[config.mk]
export PLATFORM = sky130hd
export DESIGN_NAME = equiv_check_sequencer_flat
export DESIGN_NICKNAME = d
export VERILOG_FILES = /design/src/rtl/eqchk_pkg.sv /design/src/rtl/eqchk_if.sv /design/src/rtl/eqchk_lfsr.sv /design/src/rtl/equiv_check_sequencer.sv /design/src/flat_wrapper.sv
export SDC_FILE = /design/constraint.sdc
export NUM_CORES = 1
export LEC_CHECK = 0
export BUFFER_PORTS_ARGS = -buffer_cell sky130_fd_sc_hd__buf_2
export CORE_AREA = 2 2 136 190
export CTS_CLUSTER_DIAMETER = 120
export DETAILED_ROUTE_END_ITERATION = 12
export DIE_AREA = 0 0 138 192
export PLACE_DENSITY_LB_ADDON = 0.12
export SLEW_MARGIN = 0
export SYNTH_ARGS = -nofsm -noshare
export SYNTH_HDL_FRONTEND = slang
export SYNTH_HIERARCHICAL = 1
export SYNTH_SLANG_ARGS = --single-unit
export TNS_END_PERCENT = 20
[constraint.sdc]
create_clock -name clk -period 6.8 [get_ports clk]
set_clock_uncertainty 0.1 [all_clocks]
set_input_delay 0 -clock clk [delete_from_list [all_inputs] [get_ports clk]]
set_output_delay 0 -clock clk [all_outputs]
set_load 0.01 [all_outputs]
[src/rtl/eqchk_pkg.sv]
// Shared types and constants for the dual-instance equivalence-check sequencer.
// Stimulus struct packs wire0..3 with wire0 in the LSBs, matching LFSR state bits [61:0].
package eqchk_pkg;

  localparam int EQCHK_Y_W    = 91;
  localparam int EQCHK_LFSR_W = 64;
  localparam int EQCHK_IDX_W  = 16;
  localparam int EQCHK_CNT_W  = 32;

  localparam int EQCHK_W0_W = 19;
  localparam int EQCHK_W1_W = 18;
  localparam int EQCHK_W2_W = 11;
  localparam int EQCHK_W3_W = 14;
  localparam int EQCHK_STIM_W = EQCHK_W0_W + EQCHK_W1_W + EQCHK_W2_W + EQCHK_W3_W;

  // Right-shifting Galois form of taps 64,63,61,60.
  localparam logic [EQCHK_LFSR_W-1:0] EQCHK_TAPS = 64'hD800_0000_0000_0000;

  typedef enum logic [2:0] {
    ST_IDLE,
    ST_WARMUP,
    ST_RUN,
    ST_DRAIN,
    ST_DONE
  } eqchk_state_e;

  typedef struct packed {
    logic signed [EQCHK_W3_W-1:0] w3;
    logic signed [EQCHK_W2_W-1:0] w2;
    logic signed [EQCHK_W1_W-1:0] w1;
    logic signed [EQCHK_W0_W-1:0] w0;
  } eqchk_stim_t;

  function automatic logic [EQCHK_LFSR_W-1:0] eqchk_lfsr_next(input logic [EQCHK_LFSR_W-1:0] s);
    return (s >> 1) ^ (s[0] ? EQCHK_TAPS : '0);
  endfunction

endpackage

[src/rtl/eqchk_if.sv]
// Stimulus / result bundle between the sequencer (master) and the harness holding the DUT pair (slave).
interface eqchk_if;
  import eqchk_pkg::*;

  logic                          start;
  logic signed [EQCHK_W0_W-1:0]  wire0;
  logic signed [EQCHK_W1_W-1:0]  wire1;
  logic signed [EQCHK_W2_W-1:0]  wire2;
  logic signed [EQCHK_W3_W-1:0]  wire3;
  logic [EQCHK_Y_W-1:0]          y_1;
  logic [EQCHK_Y_W-1:0]          y_2;
  logic                          busy;
  logic                          done;
  logic                          pass;
  logic [EQCHK_IDX_W-1:0]        fail_idx;
  logic [EQCHK_Y_W-1:0]          fail_xor;

  modport master (
    input  start, y_1, y_2,
    output wire0, wire1, wire2, wire3, busy, done, pass, fail_idx, fail_xor
  );

  modport slave (
    output start, y_1, y_2,
    input  wire0, wire1, wire2, wire3, busy, done, pass, fail_idx, fail_xor
  );

endinterface

[src/rtl/eqchk_lfsr.sv]
// 64-bit Galois LFSR: seed load has priority over step; state resets to SEED.
module eqchk_lfsr
  import eqchk_pkg::*;
#(
  parameter logic [EQCHK_LFSR_W-1:0] SEED = 64'h1
) (
  input  logic                    clk,
  input  logic                    rst,
  input  logic                    i_load,
  input  logic                    i_step,
  output logic [EQCHK_LFSR_W-1:0] o_state
);

  logic [EQCHK_LFSR_W-1:0] r_state;

  always_ff @(posedge clk or posedge rst) begin
    if (rst) begin
      r_state <= SEED;
    end else if (i_load) begin
      r_state <= SEED;
    end else if (i_step) begin
      r_state <= eqchk_lfsr_next(r_state);
    end
  end

  assign o_state = r_state;

endmodule

[src/rtl/equiv_check_sequencer.sv]
// Bounded equivalence run: drives LFSR stimulus to a DUT pair, compares y_1/y_2 LAT cycles later.
// Optional EQCHK_STOP_ON_FAIL_EN: first mismatch ends the run early (DONE next cycle).
module equiv_check_sequencer
  import eqchk_pkg::*;
#(
  parameter int                      NUM_VECTORS = 256,
  parameter int                      WARMUP      = 4,
  parameter int                      LAT         = 1,
  parameter logic [EQCHK_LFSR_W-1:0] SEED        = 64'h1
) (
  input  logic     clk,
  input  logic     rst,
  eqchk_if.master  bus
);

  if (NUM_VECTORS < 1 || NUM_VECTORS > 65536) begin : g_bad_num_vectors
    $error("NUM_VECTORS must be in 1..65536");
  end
  if (WARMUP < 0 || LAT < 0) begin : g_bad_timing
    $error("WARMUP and LAT must be non-negative");
  end
  if (SEED == '0) begin : g_bad_seed
    $error("SEED must be nonzero");
  end

  eqchk_state_e             r_state;
  eqchk_state_e             w_state_nxt;
  logic [EQCHK_CNT_W-1:0]   r_cnt;
  eqchk_stim_t              r_stim;
  logic                     r_busy;
  logic                     r_done;
  logic                     r_pass;
  logic                     r_fail_seen;
  logic [EQCHK_IDX_W-1:0]   r_fail_idx;
  logic [EQCHK_Y_W-1:0]     r_fail_xor;

  logic [EQCHK_LFSR_W-1:0]  w_lfsr_q;
  logic [EQCHK_STIM_W-1:0]  w_lfsr_nxt;
  logic                     w_start_acc;
  logic                     w_step;
  logic                     w_cmp_vld;
  logic [EQCHK_IDX_W-1:0]   w_cmp_tag;
  logic                     w_mis;
  logic                     w_stop;
  logic                     w_nxt_active;

  assign w_start_acc  = bus.start && (r_state == ST_IDLE || r_state == ST_DONE);
  assign w_step       = (r_state == ST_WARMUP) || (r_state == ST_RUN);
  assign w_nxt_active = (w_state_nxt == ST_WARMUP) || (w_state_nxt == ST_RUN);
  assign w_mis        = w_cmp_vld && (r_state == ST_RUN || r_state == ST_DRAIN) &&
                        (bus.y_1 != bus.y_2);
  assign w_lfsr_nxt   = EQCHK_STIM_W'(eqchk_lfsr_next(w_lfsr_q));

`ifdef EQCHK_STOP_ON_FAIL_EN
  assign w_stop = w_mis;
`else
  assign w_stop = 1'b0;
`endif

  eqchk_lfsr #(.SEED(SEED)) u_lfsr (
    .clk     (clk),
    .rst     (rst),
    .i_load  (w_start_acc),
    .i_step  (w_step),
    .o_state (w_lfsr_q)
  );

  // The tag of a RUN vector emerges exactly when the pair's response to it is on y_1/y_2.
  if (LAT == 0) begin : g_lat0
    assign w_cmp_vld = (r_state == ST_RUN);
    assign w_cmp_tag = r_cnt[EQCHK_IDX_W-1:0];
  end else begin : g_pipe
    logic [LAT-1:0]         r_pv;
    logic [EQCHK_IDX_W-1:0] r_pt [LAT];

    always_ff @(posedge clk or posedge rst) begin
      if (rst) begin
        r_pv <= '0;
        for (int i = 0; i < LAT; i++) r_pt[i] <= '0;
      end else if (w_start_acc) begin
        r_pv <= '0;
      end else begin
        r_pv[0] <= (r_state == ST_RUN);
        r_pt[0] <= r_cnt[EQCHK_IDX_W-1:0];
        for (int i = 1; i < LAT; i++) begin
          r_pv[i] <= r_pv[i-1];
          r_pt[i] <= r_pt[i-1];
        end
      end
    end

    assign w_cmp_vld = r_pv[LAT-1];
    assign w_cmp_tag = r_pt[LAT-1];
  end

  always_comb begin
    w_state_nxt = r_state;
    case (r_state)
      ST_IDLE, ST_DONE: begin
        if (bus.start) w_state_nxt = (WARMUP > 0) ? ST_WARMUP : ST_RUN;
      end
      ST_WARMUP: begin
        if (r_cnt == EQCHK_CNT_W'(WARMUP - 1)) w_state_nxt = ST_RUN;
      end
      ST_RUN: begin
        if (w_stop)                                       w_state_nxt = ST_DONE;
        else if (r_cnt == EQCHK_CNT_W'(NUM_VECTORS - 1))  w_state_nxt = (LAT > 0) ? ST_DRAIN : ST_DONE;
      end
      ST_DRAIN: begin
        if (w_stop || r_cnt == EQCHK_CNT_W'(LAT - 1))     w_state_nxt = ST_DONE;
      end
      default: w_state_nxt = ST_IDLE;
    endcase
  end

  always_ff @(posedge clk or posedge rst) begin
    if (rst) begin
      r_state     <= ST_IDLE;
      r_cnt       <= '0;
      r_stim      <= '0;
      r_busy      <= 1'b0;
      r_done      <= 1'b0;
      r_pass      <= 1'b0;
      r_fail_seen <= 1'b0;
      r_fail_idx  <= '0;
      r_fail_xor  <= '0;
    end else begin
      r_state <= w_state_nxt;
      r_busy  <= (w_state_nxt == ST_WARMUP) || (w_state_nxt == ST_RUN) || (w_state_nxt == ST_DRAIN);
      r_done  <= (w_state_nxt == ST_DONE);
      r_cnt   <= (w_state_nxt != r_state) ? '0 : r_cnt + 1'b1;

      // Stimulus register always shows the vector of the current WARMUP/RUN cycle.
      if (w_start_acc)                 r_stim <= eqchk_stim_t'(SEED[EQCHK_STIM_W-1:0]);
      else if (w_step && w_nxt_active) r_stim <= eqchk_stim_t'(w_lfsr_nxt);

      if (w_start_acc) begin
        r_pass      <= 1'b0;
        r_fail_seen <= 1'b0;
        r_fail_idx  <= '0;
        r_fail_xor  <= '0;
      end else begin
        if (w_mis && !r_fail_seen) begin
          r_fail_seen <= 1'b1;
          r_fail_idx  <= w_cmp_tag;
          r_fail_xor  <= bus.y_1 ^ bus.y_2;
        end
        if (w_state_nxt == ST_DONE && r_state != ST_DONE) r_pass <= !(r_fail_seen || w_mis);
      end
    end
  end

  assign bus.wire0    = r_stim.w0;
  assign bus.wire1    = r_stim.w1;
  assign bus.wire2    = r_stim.w2;
  assign bus.wire3    = r_stim.w3;
  assign bus.busy     = r_busy;
  assign bus.done     = r_done;
  assign bus.pass     = r_pass;
  assign bus.fail_idx = r_fail_idx;
  assign bus.fail_xor = r_fail_xor;

endmodule

[src/flat_wrapper.sv]
// flat-port wrapper written by rule: the top's interface ports become plain ports
module equiv_check_sequencer_flat import eqchk_pkg::*;
#(
  parameter int                      NUM_VECTORS = 256,
  parameter int                      WARMUP      = 4,
  parameter int                      LAT         = 1,
  parameter logic [EQCHK_LFSR_W-1:0] SEED        = 64'h1
)
  (clk, rst, bus_start, bus_y_1, bus_y_2, bus_wire0, bus_wire1, bus_wire2, bus_wire3, bus_busy, bus_done, bus_pass, bus_fail_idx, bus_fail_xor);
  eqchk_if bus_i ();
  input  logic clk;
  input  logic rst;
  input wire logic [$bits(bus_i.start)-1:0] bus_start;
  input wire logic [$bits(bus_i.y_1)-1:0] bus_y_1;
  input wire logic [$bits(bus_i.y_2)-1:0] bus_y_2;
  output wire logic [$bits(bus_i.wire0)-1:0] bus_wire0;
  output wire logic [$bits(bus_i.wire1)-1:0] bus_wire1;
  output wire logic [$bits(bus_i.wire2)-1:0] bus_wire2;
  output wire logic [$bits(bus_i.wire3)-1:0] bus_wire3;
  output wire logic [$bits(bus_i.busy)-1:0] bus_busy;
  output wire logic [$bits(bus_i.done)-1:0] bus_done;
  output wire logic [$bits(bus_i.pass)-1:0] bus_pass;
  output wire logic [$bits(bus_i.fail_idx)-1:0] bus_fail_idx;
  output wire logic [$bits(bus_i.fail_xor)-1:0] bus_fail_xor;
  assign bus_i.start = bus_start;
  assign bus_i.y_1 = bus_y_1;
  assign bus_i.y_2 = bus_y_2;
  assign bus_wire0 = bus_i.wire0;
  assign bus_wire1 = bus_i.wire1;
  assign bus_wire2 = bus_i.wire2;
  assign bus_wire3 = bus_i.wire3;
  assign bus_busy = bus_i.busy;
  assign bus_done = bus_i.done;
  assign bus_pass = bus_i.pass;
  assign bus_fail_idx = bus_i.fail_idx;
  assign bus_fail_xor = bus_i.fail_xor;
  equiv_check_sequencer #(.NUM_VECTORS(NUM_VECTORS), .WARMUP(WARMUP), .LAT(LAT), .SEED(SEED)) u_core (.clk(clk), .rst(rst), .bus(bus_i));
endmodule
==> out/qor.csv, run 1 <==
metric,value,unit
Final Hold Fails,0,
DP Cell Count,1945,
critical path arrival,3.83,ns
Congestion Overflow GR,0,
first-pass GRT wire length,67450,µm
outcome,"complete, no violations",
boundary pin count,357,
Setup CP Type,reg -> reg,
core area,24670,µm²
Slowest cell on crit path,o21a_4,
Min-Delay Path Class,in -> async,
num rows,68,
die area,26500,µm²
maximum capacitance violations,0,
Worst R2R Path Depth,6,
average cell area after synthesis,9.627,µm²
leak pwr,9.259,nW
Vias/cell,5.436,
vias in the first global route,12117,
TNS Setup,0,ns
die height,192,µm
post-synthesis register bit count,289,
Iter 0 DRT Violations,1050,
register area share after synthesis,55.86,%
startpoint types,flip-flop,
slew margin rel.,17.95,%
pre-CTS WS,3.377,ns
H-tree levels,1,
CP Capture Type,flip-flop,
PD cells,315.6,nW/µm²
Routed WL,43790,µm
layout cells sized above 1,23.93,%
final worst slack,3.210,ns
critical-path cell list,nor2b_1 -> nand2_1 -> nor2_4 -> buf_4 -> o21a_4 -> o21ai_0,
CTS tree,built,
post-route cell area,17670,µm²
total CTS buffers,29,
hold_ws,0.04002,ns
clock latency on the worst-skew pair,0.55,ns
Synth cell types,41,
initial core utilization,52.48,%
gpl congestion,0.8958,
VDD IR max,0.0003514,V
fmax,278.6,MHz
Final Max Tran Viols,0,
Final Power,5.575,mW
syn_nets,1532,
DR WL/cell,19.95,µm
Post-DP Area,14810,µm²
RSZ-0062 raised after global routing,no,
Worst-Margin Slew,1.231,ns
Tmin final,3.590,ns
chip width,138,µm
Synth top area share,55.66,%
first-pass iteration count of the detailed router,5,
Synth area leaders,"dfrtp_1, nand2_1, xor2_1",
CP Max Fanout,108,
reg-to-reg startpoint,u_core/r_state[1],
Worst Path Required,7.04,ns
Yosys warning count,6,
DR DRC count,0,
synthesis-to-finish area growth,36.43,%
Finished Layout Cells,2195,
synthesized area,12950,µm²
CTS root buf,clkbuf_16,
Longest Clk Path Bufs,3,
port bufs,356,
vias post-DR,11931,
initial antenna violation count,22,
"Clk pin slew, worst setup/hold paths",0.06,ns
Final period util,52.79,%
RR Endpoint,u_core/bus.fail_xor[10],
r2r setup slk,3.21,ns
fin nets,2032,
post-route ant nets,0,
"slowest stage delay, CP",1.07,ns
Synth Instances,1345,
fin util,71.60,%
total track usage,32.35,%
Yosys top cell by area,dfrtp_1,
dpl hpwl,27890,µm
endpoints failing setup,0,
clk sink count,289,
largest net degree at the start of global routing,109,
-- critical path, delay by kind of cell, from the launching register on --
kind,cells,cell delay [ns]
AO/OA/AOI/OAI,2,1.40
buffers and inverters,1,0.86
flip-flops,1,0.50
AND/OR/NAND/NOR,3,0.46
-- power breakdown --
part	switching (mW)	total, mW	leakage (nW)	internal [mW]
sequential	0.172	2.12	3.99	1.95
clock	0.674	1.63	0.489	0.955
combinational	1.19	1.83	4.78	0.636
total	2.04	5.58	9.26	3.54
-- layer usage --
metal	vias up	wire length [µm]	global-route usage, %	share of wire (%)
li1	5434	-	-	-
met1	5730	15930	38.04	36
met2	583	21100	53.64	48
met3	164	3869	8.826	8.8
met4	20	2767	18.80	6.3
met5	-	116	0	0.26
-- registers in the layout, indices dropped and copies added (netlist names), 3 cells and up --
register               count
u_core/bus.wire3          14
u_core/bus.wire1          18
u_core/u_lfsr/o_state     64
u_core/r_state             3
u_core/bus.wire2          11
u_core/r_cnt              32
u_core/bus.wire0          19
u_core/bus.fail_idx       16
u_core/g_pipe.r_pt        16
u_core/bus.fail_xor       91
-- cell usage in the layout, fill, tap and decap left out, drive strengths merged, types with 3 or more instances in the layout --
master and n:
nand2 391, xnor2 19, and4 5, a211oi 3
nand4 15, nand3 72, diode 12, inv 13
and3 6, nor4 33, o22ai 16, dlygate4sd3 184
buf 366, xor2 108, clkbuf 46, clkinv 3
nor2b 3, nor3 4, o21ai 101, o41ai 3
nor2 111, dfrtp 288, mux2i 61
-- how the worst max path moves through the flow --
| stage | start | end | slack [ns] | cells past startpoint |
|---|---|---|---|---|
| after floorplan | rst | u_core/bus.busy | 0.54 | 1 |
| after global placement | u_core/r_state[1] | u_core/bus.fail_xor[17] | 3.47 | 6 |
| after detailed placement | u_core/r_state[1] | u_core/bus.fail_xor[53] | 3.38 | 6 |
| after CTS | u_core/r_state[1] | u_core/bus.fail_xor[81] | 3.37 | 6 |
| after global routing | u_core/r_state[1] | u_core/bus.fail_xor[10] | 3.02 | 6 |
| final | u_core/r_state[1] | u_core/bus.fail_xor[10] | 3.21 | 6 |
-- cell families after synthesis --
family,after synthesis,share of synthesized area [%]
flops,289,55.86
mux,61,4.715
buf+inv,91,3.624
fa+ha+maj,2,0.1932
simple gates,648,21.14
compound gates,127,5.875
xor+xnor,127,8.590
-- synthesized netlist by cell type --
| cell type | instances |
|---|---|
| xnor2_1 | 19 |
| or3_1 | 1 |
| or2_2 | 2 |
| buf_6 | 4 |
| nor2_1 | 110 |
| and4_1 | 5 |
| nand4_1 | 15 |
| nand4b_1 | 1 |
| o31ai_1 | 1 |
| buf_12 | 4 |
| nor2b_1 | 3 |
| o22ai_2 | 2 |
| a211o_1 | 1 |
| o22ai_1 | 14 |
| and3_1 | 6 |
| buf_8 | 1 |
| or4_4 | 1 |
| and4bb_2 | 1 |
| buf_2 | 8 |
| o41ai_1 | 3 |
| a211oi_1 | 3 |
| nand2_1 | 391 |
| inv_1 | 10 |
| mux2i_1 | 61 |
| nor4_1 | 32 |
| buf_4 | 3 |
| nor3_1 | 4 |
| dfrtp_1 | 288 |
| ha_1 | 2 |
| nor2_2 | 1 |
| nand3_1 | 72 |
| o21ai_2 | 14 |
| dfstp_2 | 1 |
| o21ai_0 | 87 |
| xor2_1 | 108 |
| nand2b_1 | 2 |
| buf_1 | 4 |
| clkbuf_1 | 57 |
| a41o_1 | 1 |
| o21a_4 | 1 |
| nor4_2 | 1 |
-- layout make-up --
class / count / area [µm²]
sequential: 289 / 7233
fill: 1803 / 7008
multi-input combinational: 965 / 5276
timing repair buffer: 550 / 3699
clock buffer: 46 / 909.6
tap: 315 / 394.1
clock inverter: 8 / 78.83
inverter: 10 / 45.04
antenna: 12 / 30.03
-- what timing repair did --
item                                    in CTS  in global routing
hold endpoints to repair                   262                  0
buffers inserted                             0                  0
gates resized for setup                      0                  0
hold buffers                               184                  0
endpoints found under the setup margin       0                  0
(Power assumes the default switching activity.)
==> run 2: changes to the inputs <==
Clock period 6.8 ns to 3.4 ns, I/O delays scaled along.
==> run 2 against run 1 <==
  * Combinational power increased by 100%
  * Critical path depth increased by 2
  * Clock power increased by 87%
  * Core utilization about the same
  * Sequential share of layout area about the same
  * Final area about the same
  * Non-clock buffer count increased by 9
  * Clock-buffer cell count decreased by 9
  * Flip-flop and latch count unchanged
  * Largest cell class unchanged
==> out/qor.csv, run 2 (synthesis results as in run 1) <==
metric,value,unit,change
outcome,"complete, no violations",,
Setup Buffers After CTS,0,,unchanged
post-route cell area,17660,µm²,about the same
CTS root buf,clkbuf_16,,
maximum capacitance violations,0,,unchanged
fillers,1855,,+2.9%
Worst-Margin Slew,1.245,ns,+0.01416 ns
fmax,342.4,MHz,
Routed WL,43490,µm,-0.67%
die height,192,µm,unchanged
largest net degree at the start of global routing,108,,-0.92%
first-pass iteration count of the detailed router,5,,unchanged
Iter 0 DRT Violations,865,,-18%
gpl congestion,0.9054,,+1.1%
H-tree levels,1,,unchanged
die area,26500,µm²,unchanged
CP Launch Point,bus_y_1[89],,
synthesis-to-finish area growth,36.35,%,about the same
vias in the first global route,12079,,-0.31%
port bufs,356,,unchanged
Vias/cell,5.454,,+0.34%
startpoint types,input pin,,
max reg flops,91,,unchanged
num rows,68,,unchanged
Final Hold Fails,0,,unchanged
dpl hpwl,28460,µm,+2.1%
post-cts resize count,0,,unchanged
initial antenna violation count,17,,-23%
Final Max Tran Viols,0,,unchanged
total CTS buffers,27,,-6.9%
clock latency on the worst-skew pair,0.54,ns,about the same
total track usage,32.27,%,-0.080 points
fin nets,2039,,+0.34%
chip width,138,µm,unchanged
CP Capture Type,flip-flop,,
Tmin final,2.921,ns,
Congestion Overflow GR,0,,unchanged
slew margin rel.,17.00,%,-0.94 points
DR WL/cell,19.82,µm,-0.63%
Longest Clk Path Bufs,3,,unchanged
initial core utilization,52.48,%,unchanged
vias post-DR,11966,,+0.29%
critical path arrival,3.25,ns,-0.58 ns
DR DRC count,0,,unchanged
boundary pin count,357,,unchanged
RSZ-0062 raised after global routing,no,,
endpoints failing setup,0,,unchanged
CP Max Fanout,107,,-0.93%
first-pass GRT wire length,67130,µm,-0.48%
CTS tree,built,,
leak pwr,9.256,nW,about the same
PD cells,622.8,nW/µm²,+97%
Post-DP Area,14910,µm²,+0.68%
core area,24670,µm²,unchanged
"Clk pin slew, worst setup/hold paths",0.07,ns,about the same
clk sink count,289,,unchanged
"commonest non-fill, non-tap cells in the layout","nand2_1, buf_2, dfrtp_1",,
most frequent standard cell in the layout excluding fill and tap cells,nand2_1,,
reg-to-reg startpoint,u_core/r_state[1],,
Worst Path Required,3.73,ns,-3.31 ns
VDD IR max,0.0006787,V,+93%
Min-Delay Path Class,in -> async,,
layout cells sized above 1,23.89,%,-0.041 points
Setup CP Type,in -> reg,,
Final period util,85.91,%,
TNS Setup,0,ns,unchanged
post-route ant nets,0,,unchanged
-- run 2: timing repair --
item / 4_1_cts / 5_1_grt
hold buffers: 184 / 0
endpoints found under the setup margin: 0 / 0
hold endpoints to repair: 182 / 0
-- run 2: final timing paths --
kind	end	slack [ns]	cells after the start
worst max-delay path	u_core/bus.fail_xor[37]	0.48	8
worst min-delay path	u_core/bus.wire1[5]	0.08	3
worst max register to register	u_core/bus.fail_xor[37]	0.73	5
worst min register to register	u_core/g_pipe.r_pt[10]	0.37	2
max in group asynchronous	u_core/bus.fail_xor[46]	2.21	4
min in group clk	u_core/r_state[2]	0.21	3
-- run 2: through the flow --
stage	total power [mW]	util [%]	hold slack [ns]	cells	setup slack, ns
floorplan	6.784	-	0.002208	1345	0.3620
global placement	7.661	60.42	0.1154	1954	0.7017
detailed placement	7.721	60.42	0.1212	1954	0.6421
CTS	11.03	71.44	0.08443	2182	0.6489
global route	11.56	71.51	0.1502	2189	0.4558
finish	11.00	71.56	0.08081	2194	0.4791
-- run 2: worst max-delay path, cell delays in order --
cell and delay [ns]:
dlygate4sd3_1 0.54, buf_2 0.14, xor2_1 0.15, nor4_1 0.59
nand4_1 0.20, or4_4 0.56, o21a_4 0.55, o21ai_0 0.44
-- run 2: routing by layer --
metal	global-route usage (%)	wire, µm	share of wire, %	vias up
met4	21.55	3277	7.5	12
met5	0	71	0.16	-
met2	51.94	20220	47	582
li1	-	-	-	5464
met1	38.50	16070	37	5744
met3	8.252	3843	8.8	164
-- run 2: power breakdown --
| group | total, mW | switching, mW | internal [mW] |
|---|---|---|---|
| clock network | 3.05 | 1.27 | 1.78 |
| logic | 3.72 | 2.40 | 1.32 |
| registers | 4.23 | 0.335 | 3.90 |
-- run 2: layout make-up --
cell class / count / area (µm²) / share of cell area, %
tap: 315 / 394.1 / 2.232
timing repair buffer: 559 / 3804 / 21.54
antenna: 12 / 30.03 / 0.1701
clock buffer: 37 / 763.2 / 4.323
inverter: 10 / 41.29 / 0.2339
multi-input combinational: 965 / 5276 / 29.88
sequential: 289 / 7233 / 40.97
clock inverter: 7 / 113.9 / 0.6449
